## src/rtl/sram_ctrl.sv

```systemverilog
// Multi-cycle controller that splits 32-bit loads/stores into two 16-bit SRAM accesses.
// Optional stall statistic enabled by defining SRAM_CTRL_STATS_EN.
module sram_ctrl #(
    parameter int unsigned WAIT_CYCLES = 4,
    parameter int unsigned BASE_ADDR   = 1024
) (
    input  logic        clk,
    input  logic        rst,
    input  logic        rd_en,
    input  logic        wr_en,
    input  logic [31:0] address,
    input  logic [31:0] wdata,
    output logic [31:0] rdata,
    output logic        ready,
    output logic [17:0] sram_addr,
    output logic [15:0] sram_dq_out,
    input  logic [15:0] sram_dq_in,
    output logic        sram_dq_oe,
    output logic        sram_we_n,
    output logic [31:0] stall_cnt
);

    typedef enum logic [1:0] {StIdle, StLow, StHigh, StDone} state_e;

    localparam logic [3:0] LastCnt = 4'(WAIT_CYCLES - 1);

    state_e      state_q, state_d;
    logic [3:0]  cnt_q, cnt_d;
    logic [31:0] addr_q, addr_d;
    logic [31:0] wdata_q, wdata_d;
    logic [31:0] rdata_q, rdata_d;
    logic        is_wr_q, is_wr_d;
    logic [31:0] off;
    logic        last;
    logic        unused_off;

    assign off        = addr_q - BASE_ADDR;
    assign last       = (cnt_q == LastCnt);
    assign unused_off = ^{off[31:19], off[1:0]};
    assign rdata      = rdata_q;

    always_comb begin
        state_d     = state_q;
        cnt_d       = cnt_q;
        addr_d      = addr_q;
        wdata_d     = wdata_q;
        is_wr_d     = is_wr_q;
        rdata_d     = rdata_q;
        ready       = 1'b1;
        sram_addr   = '0;
        sram_dq_out = '0;
        sram_dq_oe  = 1'b0;
        sram_we_n   = 1'b1;
        unique case (state_q)
            StIdle: begin
                if (rd_en || wr_en) begin
                    ready   = 1'b0;
                    state_d = StLow;
                    cnt_d   = '0;
                    addr_d  = address;
                    wdata_d = wdata;
                    is_wr_d = wr_en;
                end
            end
            StLow: begin
                ready     = 1'b0;
                sram_addr = {off[18:2], 1'b0};
                if (is_wr_q) begin
                    sram_we_n   = 1'b0;
                    sram_dq_oe  = 1'b1;
                    sram_dq_out = wdata_q[15:0];
                end
                if (last) begin
                    state_d = StHigh;
                    cnt_d   = '0;
                    if (!is_wr_q) rdata_d[15:0] = sram_dq_in;
                end else begin
                    cnt_d = cnt_q + 4'd1;
                end
            end
            StHigh: begin
                ready     = 1'b0;
                sram_addr = {off[18:2], 1'b1};
                if (is_wr_q) begin
                    sram_we_n   = 1'b0;
                    sram_dq_oe  = 1'b1;
                    sram_dq_out = wdata_q[31:16];
                end
                if (last) begin
                    state_d = StDone;
                    cnt_d   = '0;
                    if (!is_wr_q) rdata_d[31:16] = sram_dq_in;
                end else begin
                    cnt_d = cnt_q + 4'd1;
                end
            end
            StDone: begin
                // Always return to idle so a held request costs one ready cycle
                state_d = StIdle;
            end
            default: state_d = StIdle;
        endcase
    end

    always_ff @(posedge clk) begin
        if (rst) begin
            state_q <= StIdle;
            cnt_q   <= '0;
            addr_q  <= '0;
            wdata_q <= '0;
            rdata_q <= '0;
            is_wr_q <= 1'b0;
        end else begin
            state_q <= state_d;
            cnt_q   <= cnt_d;
            addr_q  <= addr_d;
            wdata_q <= wdata_d;
            rdata_q <= rdata_d;
            is_wr_q <= is_wr_d;
        end
    end

`ifdef SRAM_CTRL_STATS_EN
    logic [31:0] stall_cnt_q, stall_cnt_d;

    always_comb begin
        stall_cnt_d = stall_cnt_q;
        if (!ready && (stall_cnt_q != 32'hFFFF_FFFF)) stall_cnt_d = stall_cnt_q + 32'd1;
    end

    always_ff @(posedge clk) begin
        if (rst) stall_cnt_q <= '0;
        else     stall_cnt_q <= stall_cnt_d;
    end

    assign stall_cnt = stall_cnt_q;
`else
    assign stall_cnt = '0;
`endif

endmodule

```

## config.mk

```make
export PLATFORM = sky130hd
export DESIGN_NAME = sram_ctrl
export DESIGN_NICKNAME = d
export VERILOG_FILES = /design/src/rtl/sram_ctrl.sv
export SDC_FILE = /design/constraint.sdc
export NUM_CORES = 1
export LEC_CHECK = 0
export ABC_AREA = 1
export BUFFER_PORTS_ARGS = -buffer_cell sky130_fd_sc_hd__buf_4
export CAP_MARGIN = 25
export CORE_MARGIN = 2
export CORE_UTILIZATION = 28
export CTS_CLUSTER_SIZE = 40
export DETAILED_ROUTE_END_ITERATION = 16
export HOLD_SLACK_MARGIN = 0.03
export PLACE_DENSITY = 0.5
export SETUP_SLACK_MARGIN = 0.5
export SLEW_MARGIN = 20
export SYNTH_ARGS = -nofsm -noshare
export SYNTH_HDL_FRONTEND = slang
export SYNTH_SLANG_ARGS = --single-unit
```

## constraint.sdc

```tcl
create_clock -name clk -period 1.82 [get_ports clk]
set_input_delay 0.182 -clock clk [delete_from_list [all_inputs] [get_ports clk]]
set_output_delay 0.182 -clock clk [all_outputs]
set_load 0.02 [all_outputs]
```

# Word-level counts from Yosys, hierarchy flattened
# Index checks and enable logic that the tools add are counted.
# Widths: inputs -> output; s select.
dict set report word_totals {
  memories 0
  regBits 90
  latch_bits 0
  out_inout_bits 101
  mem_bits_ro 0
  inputBits 84
  mem_bits_rw 0
  wordCells 43
}
dict set report classes {
  n_mul 0
  n_reduce_logical 9
  magnitude_cmp 0
  div 0
  n_mux 17
  addsub 2
  eq_ne 7
  bitwise_logic 1
  shifts 0
}
# op count
set ops {}
lappend ops {{$pmux 18 s2} 1}
lappend ops {{$mux 16} 2}
lappend ops {{$pmux 16 s2} 1}
lappend ops {{$sub 19x11->19 const B} 1}
lappend ops {{$reduce_and 3->1} 3}
lappend ops {{$mux 4} 2}
lappend ops {{$pmux 2 s4} 1}
lappend ops {{$pmux 4 s2} 1}
lappend ops {{$mux 2} 3}
lappend ops {{$ne 2x2->1 const B} 3}
lappend ops {{$mux 1} 5}
lappend ops {{$add 4x1->4 const B} 1}
lappend ops {{$eq 2x2->1 const B} 2}
lappend ops {{$eq 4x2->1 const B} 1}
lappend ops {{$reduce_and 2->1} 2}
lappend ops {{$eq 2x1->1 const B} 1}
lappend ops {{$logic_not 2->1} 1}
lappend ops {{$pmux 1 s2} 1}
lappend ops {{$reduce_bool 2->1} 1}
lappend ops {{$reduce_or 2->1} 1}
lappend ops {{$logic_or 1x1->1} 1}
lappend ops {{$not 1->1} 1}

# Depth between registers and ports, before layout
# Gate-level depths: netlist (run 1).
dict set report logic_depth {
  depth_word 4
  ltp_mapped 9
  ltp_nobuf 9
}

# Worst setup path before layout (run 1)
# OpenSTA, ideal clock, no wires.
dict set report synth_timing {
  path_type {register to output}
  from {register state_q[0]}
  to {output port sram_dq_out[11]}
  required_time_ns 1.638
  stages_incl_launch_ff 7
  path_buffers 2
  t_arrival_ns 1.535
  slack_ns 0.103
  cell_sequence {dfxtp_1 -> inv_1 -> ha_1 -> clkbuf_2 -> nand2_1 -> buf_2 -> a21oi_1}
}
dict set report synth_between {
  elab_chain_len 2
  word_cells_on_any_way 3
  classes_between {eq/ne: 2; mux: 1}
}
# item line_no
set synth_rtl {}
lappend synth_rtl {{start, declared} 27} ;# state_e state_q, state_d;
lappend synth_rtl {{start signal, assigned} 107} ;# state_q <= StIdle;
lappend synth_rtl {{start signal, assigned} 114} ;# state_q <= state_d;
lappend synth_rtl {{$eq 2x2->1 / $eq 2x1->1 (equally long branches)} 54} ;# unique case (state_q)
lappend synth_rtl {{$pmux 16 s2 (*)} 54}
lappend synth_rtl {{end, declared} 16} ;# output logic [15:0] sram_dq_out,
# Mark *: on every way between the ends. The rest lies on a longest branch, timed or not.

# Final worst setup path (run 1)
dict set report layout_timing {
  from {register state_q[0]}
  to {output port sram_addr[13]}
}
dict set report layout_between {
  elab_chain_len 2
  word_cells_on_any_way 3
  classes_between {eq/ne: 2; mux: 1}
}
# item line_no
set layout_rtl {}
lappend layout_rtl {{$eq 2x2->1 / $eq 2x1->1 (equally long branches)} 54}
lappend layout_rtl {{$pmux 18 s2 (*)} 54}
lappend layout_rtl {{end, declared} 15} ;# output logic [17:0] sram_addr,
# Marked as above.

==> results.txt, run 1 <==
----------------------------------------------------
[CTS]
  Worst-skew pair later-pin latency ... around 0.34 ns
  Clk sinks ... 88
  Cell at the root of the clock tree ... sky130_fd_sc_hd__clkbuf_16
  H-tree depth ... 3
  Max Root-Sink Buffers ... 2
  Hold-fix buffers at CTS ... 0
  Number of CTS-inserted buffers ... 9
  CTS tree ... done
  Clock transition at the registers of the reported paths ... roughly 0.060 ns

[Power]
  Power density over the cells ... roughly 1400 mW/mm^2
  Peak ir drop on the vdd network ... roughly 620 uV
  Leakage power figure ... 2.67 nW
  Sum of internal, switching and leakage power ... approximately 9 mW

[Floorplanning]
  Die height ... 125 um
  Area inside the core boundary ... 0.0145 sq mm
  Die outline area ... 0.0157 sq mm
  Horizontal extent of the die ... 125 um
  Starting utilization of the core area ... 28.5%
  Number of primary I/O pins ... 185
  Number of core rows ... 44

[Critical path]
  Critical path endpoint category ... output port
  Type of element launching the critical path ... register
  Worst EP required ... ~1.6 ns
  Critical setup path kind ... reg -> out
  Crit Path Max Fanout ... 12
  Critical path data arrival time ... 1.63 ns

[Finish]
  N_diodes ... 0
  Final net count ... 811
  Post-layout instance count excluding filler cells ... 911
  Layout cell share with drive strength beyond 1 ... 45.5%
  P&R area growth vs syn ... 63.4%

[Global routing]
  Global-route congestion overflow total ... 0
  Total routing resource utilization after global routing ... 15.9%
  Global-route wire length before repair ... 20300 um
  Number of global-route vias before repair ... 4052
  Maximum number of pins on one net before global-route repair ... 50
  Number of antenna violations at the first check in global routing ... 0

[Run status]
  Run status ... completed

[Place]
  Weighted congestion at the end of routability-driven global placement ... 0.732
  Placed Cells incl. Taps ... 860
  Detailed Place HPWL ... 8280 um
  Count of input and output buffers ... 137

[STA]
  Worst clock skew ... ~0.0052 ns
  Hold Slack ... about 0.088 ns
  Setup total negative slack ... 0 ns
  Fin. Hold Viols ... 0
  Setup violators final ... 0
  Final max-slew violation count ... 0
  FMAX ... 0.552 GHz
  RSZ-0062 raised after global routing ... yes
  Final critical delay including setup and external delays ... 1.81 ns
  Tcrit/Tclk final ... 99.5%

[Flow run]
  Max-cap viol count ... 0

[Synthesis]
  Netlist cell types ... 26
  Mapped cell area ... approximately 0.0041 sq mm
  Flip-flop and latch count after synthesis ... between 80 and 90
  Post-Syn Area per Cell ... 7.31 sq um
  Yosys synthesis warning count ... 0
  Part of the Yosys area used for sequential elements ... a little over two fifths
  Gate Count Post-Synth ... 564

[Hold path]
  Path type of the worst min-delay path ... in -> reg

[Drt]
  Number of design-rule violations left by the first detailed-router iteration ... 177
  Routed length per placed instance ... around 15 um
  DRC ... 0
  Residual antenna-violating net count after detailed routing ... 0
  Drt first pass iters ... 4
  Via density ... 4.63
  Via Count ... around 4200
  Total detailed-routing wirelength ... 13200 um

----------------------------------------------------
[worst paths after layout]
kind                           start                  endpoint  slack [ns]  cells after the start
max reg2reg  state_q[1]$_SDFFE_PP0P_    rdata[16]$_SDFFE_PP0P_        0.30                      8
min                        wdata[28]  wdata_q[28]$_SDFFE_PP0P_        0.09                      3
max          state_q[0]$_SDFFE_PP0P_             sram_addr[13]       0.009                      6
min reg2reg   rdata[17]$_SDFFE_PP0P_    rdata[17]$_SDFFE_PP0P_        0.47                      2
[state kept, by name (all words and copies together), names as in the netlist]
signal   count
state_q      2
cnt_q        4
is_wr_q      1
rdata       32
wdata_q     32
addr_q      17
[metrics by stage]
| stage | util [%] | worst slack, ns | instance area, sq um |
|---|---|---|---|
| after detailed placement | 38.1 | 0.272 | 5520 |
| final | 46.5 | 0.00944 | 6740 |
| after floorplan | - | 0.391 | 4590 |
| after CTS | 42.4 | -0.0274 | 6140 |
| after global routing | 46.5 | -0.0535 | 6740 |
| after global placement | 38.1 | 0.287 | 5520 |
[cell usage in the layout (no fill, tap or decap), types with 2 or more instances in the layout]
cell                        synthesis  final
sky130_fd_sc_hd__clkbuf_16          0     11
sky130_fd_sc_hd__buf_12             0     10
sky130_fd_sc_hd__o21ai_4            0      2
sky130_fd_sc_hd__clkinv_4           0      2
sky130_fd_sc_hd__nand3_4            2      4
sky130_fd_sc_hd__nor2_2             1     11
sky130_fd_sc_hd__o21ai_0           51     48
sky130_fd_sc_hd__conb_1             1     32
sky130_fd_sc_hd__dfxtp_4            0      5
sky130_fd_sc_hd__nor2_1            93     76
sky130_fd_sc_hd__a21oi_1           73     34
sky130_fd_sc_hd__inv_1             31     25
sky130_fd_sc_hd__inv_4              0      4
sky130_fd_sc_hd__dfxtp_1           88     83
sky130_fd_sc_hd__nor2_4             0      7
sky130_fd_sc_hd__a21oi_4            0     18
sky130_fd_sc_hd__buf_8              0      3
sky130_fd_sc_hd__nand4_1           34     34
sky130_fd_sc_hd__o21ai_1            2      2
sky130_fd_sc_hd__ha_4               0      5
sky130_fd_sc_hd__inv_2              4      6
sky130_fd_sc_hd__nand2_8            0      4
sky130_fd_sc_hd__a21oi_2            0     21
sky130_fd_sc_hd__nand2_4            1      4
sky130_fd_sc_hd__buf_4             33    125
sky130_fd_sc_hd__nand3_1            5      4
sky130_fd_sc_hd__clkbuf_8           0      2
sky130_fd_sc_hd__buf_6              5     40
sky130_fd_sc_hd__nand2_1           85     54
sky130_fd_sc_hd__nand2_2           12     39
[repair_timing]
action                     CTS  global route
pin swaps                   12            21
gates resized for setup     45           108
setup endpoints to repair   72           101
gates cloned                 4             4
buffers inserted            10            17
[cells in the mapped netlist]
library cell / instances / area [sq um]
sky130_fd_sc_hd__a21oi_1: 73 / 365
sky130_fd_sc_hd__a31oi_1: 1 / 6.26
sky130_fd_sc_hd__buf_2: 18 / 90.1
sky130_fd_sc_hd__buf_4: 33 / 248
sky130_fd_sc_hd__buf_6: 5 / 56.3
sky130_fd_sc_hd__clkbuf_1: 13 / 48.8
sky130_fd_sc_hd__clkbuf_2: 1 / 5.00
sky130_fd_sc_hd__conb_1: 1 / 3.75
sky130_fd_sc_hd__dfxtp_1: 88 / 1760
sky130_fd_sc_hd__ha_1: 5 / 62.6
sky130_fd_sc_hd__inv_1: 31 / 116
sky130_fd_sc_hd__inv_2: 4 / 15.0
sky130_fd_sc_hd__nand2_1: 85 / 319
sky130_fd_sc_hd__nand2_2: 12 / 75.1
sky130_fd_sc_hd__nand2_4: 1 / 11.3
sky130_fd_sc_hd__nand3_1: 5 / 25.0
sky130_fd_sc_hd__nand3_4: 2 / 35.0
sky130_fd_sc_hd__nand3b_1: 1 / 7.51
sky130_fd_sc_hd__nand4_1: 34 / 213
sky130_fd_sc_hd__nor2_1: 93 / 349
sky130_fd_sc_hd__nor2_2: 1 / 6.26
sky130_fd_sc_hd__nor2_8: 1 / 20.0
sky130_fd_sc_hd__nor3_1: 2 / 10.0
sky130_fd_sc_hd__o21ai_0: 51 / 255
sky130_fd_sc_hd__o21ai_1: 2 / 10.0
sky130_fd_sc_hd__or2_2: 1 / 6.26
[worst max-delay path, cell delays in order, from the launching register on]
cell and delay (ns):
sky130_fd_sc_hd__dfxtp_4 0.35, sky130_fd_sc_hd__buf_4 0.14, sky130_fd_sc_hd__ha_4 0.18, sky130_fd_sc_hd__o21ai_4 0.22, sky130_fd_sc_hd__buf_12 0.20, sky130_fd_sc_hd__nor3_4 0.05, sky130_fd_sc_hd__buf_6 0.14
[routing by layer]
metal | share of wire, % | GRT usage [%] | wire length, um | up-vias
li1 | - | - | - | 2115
met1 | 44 | 19.8 | 5790 | 1948
met2 | 48 | 26.3 | 6320 | 141
met3 | 7.1 | 4.84 | 946 | 15
met4 | 1.3 | 5.03 | 174 | 0
met5 | 0 | 0 | 0 | -
[area by class of cell]
| cell class | count | area [sq um] |
|---|---|---|
| Clock buffer | 12 | 256 |
| Timing Repair Buffer | 181 | 1710 |
| Tap cell | 184 | 230 |
| Sequential cell | 88 | 1780 |
| Fill cell | 1459 | 7740 |
| Clock inverter | 4 | 52.6 |
| Multi-Input combinational cell | 407 | 2560 |
| Inverter | 35 | 141 |
[kinds of logic after synthesis]
group                    count (synthesis)  share of synthesized area [%]
flip-flops                              88                           42.7
AO/OA/AOI/OAI                          127                           15.5
AND/OR/NAND/NOR                        238                           26.1
buffers and inverters                  105                           14.1
adder cells (fa/ha/maj)                  5                           1.52
other                                    1                         0.0910
[report_power, final]
| part | switching (mW) | internal [mW] | total (mW) |
|---|---|---|---|
| combinational | 2.60 | 1.96 | 4.56 |
| clock | 0.777 | 1.14 | 1.92 |
| sequential | 0.287 | 2.41 | 2.70 |
Power figures use the tool's default switching activity.
==> run 2, diff against run 1 <==
==> constraint.sdc (replaced) <==
create_clock -name clk -period 1.82 [get_ports clk]
set_input_delay 0.091 -clock clk [delete_from_list [all_inputs] [get_ports clk]]
set_output_delay 0.091 -clock clk [all_outputs]
set_load 0.02 [all_outputs]
==> run 2 against run 1 <==
Compared with the run above: non-clock buffer count grew 53; count of clock-buffer cells in the layout decreased by 3; critical path depth is the same; cell area is 9.9% higher; sequential power rose by 4%; worst setup slack improved by 0.11 ns; total power up 9.1%; die area unchanged; clock skew up 0.0030 ns; routed wire length up 3.2%.
==> results.txt, run 2 (synthesis results as in run 1) <==
----------------------------------------------------
[Global routing]
  Number of antenna violations at the first check in global routing ... 0
  Total routing resource utilization after global routing ... 16.0%
  Number of global-route vias before repair ... about 4100
  Global-route congestion overflow total ... 0
  Maximum number of pins on one net before global-route repair ... 36
  Global-route wire length before repair ... 20500 um

[CTS]
  Worst-skew pair later-pin latency ... 0.35 ns
  Number of CTS-inserted buffers ... 9
  Cell at the root of the clock tree ... sky130_fd_sc_hd__clkbuf_16
  Clk sinks ... 88
  Clock transition at the registers of the reported paths ... 0.07 ns
  CTS tree ... done
  H-tree depth ... 3
  Max Root-Sink Buffers ... 2

[STA]
  Setup violators final ... 0
  FMAX ... 0.590 GHz
  Setup total negative slack ... 0 ns
  Fin. Hold Viols ... 0
  Final critical delay including setup and external delays ... 1.70 ns
  Tightest Pin Transition ... 0.513 ns
  Tcrit/Tclk final ... 93.2%
  Final max-slew violation count ... 0
  Relative slew slack ... 65.8%
  RSZ-0062 raised after global routing ... yes
  Slack of the critical path ... 0.124 ns
  Worst clock skew ... just over 0.008 ns

[Floorplanning]
  Horizontal extent of the die ... 125 um
  Number of primary I/O pins ... 185
  Die outline area ... ~0.016 sq mm
  Die height ... 125 um
  Starting utilization of the core area ... 28.5%
  Number of core rows ... 44
  Area inside the core boundary ... ~0.014 sq mm

[Place]
  Detailed Place HPWL ... 8050 um
  Dpl ws ... 0.167 ns
  Count of input and output buffers ... 137
  Weighted congestion at the end of routability-driven global placement ... 0.765

[Finish]
  Most common cell after layout, fill and taps aside ... sky130_fd_sc_hd__buf_4
  Sequential standard cell area ... 0.00178 sq mm
  Commonest cells after routing, fill and taps aside ... 131 x sky130_fd_sc_hd__buf_4, 83 x sky130_fd_sc_hd__dfxtp_1, 74 x sky130_fd_sc_hd__nand2_1
  Layout cell share with drive strength beyond 1 ... 44.0%
  Final net count ... around 870
  Footprint of the multi-input gates ... 0.00271 sq mm
  Final Core Density ... just over 50%
  Filler instances ... 1362
  P&R area growth vs syn ... 79.6%
  N_diodes ... 0

[Drt]
  Routed length per placed instance ... 14.2 um
  Via Count ... around 4500
  DRC ... 0
  Via density ... 4.65
  Drt first pass iters ... 4
  Residual antenna-violating net count after detailed routing ... 0
  Total detailed-routing wirelength ... 13700 um
  Number of design-rule violations left by the first detailed-router iteration ... between 150 and 200

[Flow run]
  Max-cap viol count ... 0

[Critical path]
  Depth of the worst register-to-register path ... 10
  Critical setup path kind ... reg -> out
  Critical path data arrival time ... 1.60 ns
  Sequence of cells on the critical path ... buf_6, ha_4, o21ai_4, buf_12, nor2_4, buf_6
  Most frequent cell on the critical path ... sky130_fd_sc_hd__buf_6
  Delay of the slowest cell on the worst path ... 0.35 ns
  Worst EP required ... around 1.7 ns
  Critical path endpoint category ... output port
  Crit Path Max Fanout ... 8
  End of the worst register-to-register path ... cnt_q[3]$_SDFFE_PP0P_
  Type of element launching the critical path ... register
  Worst R2R Start ... state_q[0]$_SDFFE_PP0P_
  Critical path's slowest cell ... sky130_fd_sc_hd__dfxtp_4
  Setup slack of the worst register-to-register path ... 0.27 ns

[Power]
  Switch share ... 41.4%
  P_int ... 5.87 mW
  Proportion of power drawn by the clock network ... a little under a fifth
  Sum of internal, switching and leakage power ... about 10 mW
  Peak ir drop on the vdd network ... ~760 uV
  Power density over the cells ... 1350 mW/mm^2
  Comb pwr share ... 52.8%
  Share of total power in sequential cells ... 28.1%
  Leakage power figure ... 2.94 nW
  Net switching power ... a little over 4 mW

[Hold path]
  Hold Path End ... addr_q[13]$_SDFFE_PP0P_
  Hold-critical path depth ... 3
  Path type of the worst min-delay path ... in -> reg
  Origin of the worst min-delay path ... address[13]

[Run status]
  Run status ... completed

----------------------------------------------------
-- run 2: layout make-up --
| type | instances | area share, % |
|---|---|---|
| clock buffers | 9 | 3.04 |
| multi-input cells | 408 | 36.6 |
| clock inverters | 7 | 1.05 |
| well taps | 184 | 3.11 |
| repair buffers | 234 | 30.1 |
| flip-flops and latches | 88 | 24.1 |
| inverters | 35 | 2.03 |
-- run 2: metal layers --
metal | part of all wire (%) | global-route usage [%]
met5 | 0 | 0
met4 | 1.3 | 3.86
met2 | 49 | 27.3
met3 | 5.9 | 5.35
met1 | 44 | 19.6
-- run 2: worst max path at each step --
stage	start	to	slack, ns
finish	state_q[1]$_SDFFE_PP0P_	sram_addr[7]	0.12
global placement	state_q[1]$_SDFFE_PP0P_	rdata[0]$_SDFFE_PP0P_	0.18
floorplan	state_q[0]$_SDFFE_PP0P_	sram_dq_out[11]	0.48
CTS	state_q[0]$_SDFFE_PP0P_	sram_addr[14]	0.08
global route	addr_q[10]$_SDFFE_PP0P_	sram_addr[15]	0.01
detailed placement	state_q[1]$_SDFFE_PP0P_	rdata[15]$_SDFFE_PP0P_	0.17
-- run 2: power groups by stage --
stage	combinational [mW]	sequential (mW)	clock, mW
after floorplan	2.36	2.63	0
after global placement	3.06	2.66	0
after detailed placement	3.09	2.67	0
after CTS	3.90	2.65	1.97
after global routing	5.71	2.87	2.06
final	5.28	2.81	1.92
-- run 2: timing repair --
action                                 4_1_cts  5_1_grt
setup endpoints to repair                  117      113
pin swaps                                   12       22
cloned                                       5        6
resized for setup                           57      156
hold buffers                                46        2
endpoints found under the hold margin       47        2
setup buffers                               20       11
-- run 2: stage by stage --
step / hold WS (ns) / std cells / instance area [sq um]
3_5_place_dp: 0.350 / 859 / 5460
5_1_grt: 0.0351 / 965 / 7400
2_1_floorplan: 0.256 / 595 / 4570
4_1_cts: 0.0316 / 946 / 6680
3_3_place_gp: 0.344 / 859 / 5460
6_report: 0.0244 / 965 / 7400
-- run 2: worst max-delay path, delay by kind of cell, from the launching register on --
kind                     cells  cell delay (ns)
flip-flops                   1             0.35
buffers and inverters        3             0.44
AO/OA/AOI/OAI                1             0.24
AND/OR/NAND/NOR              1             0.04
adder cells (fa/ha/maj)      1             0.17
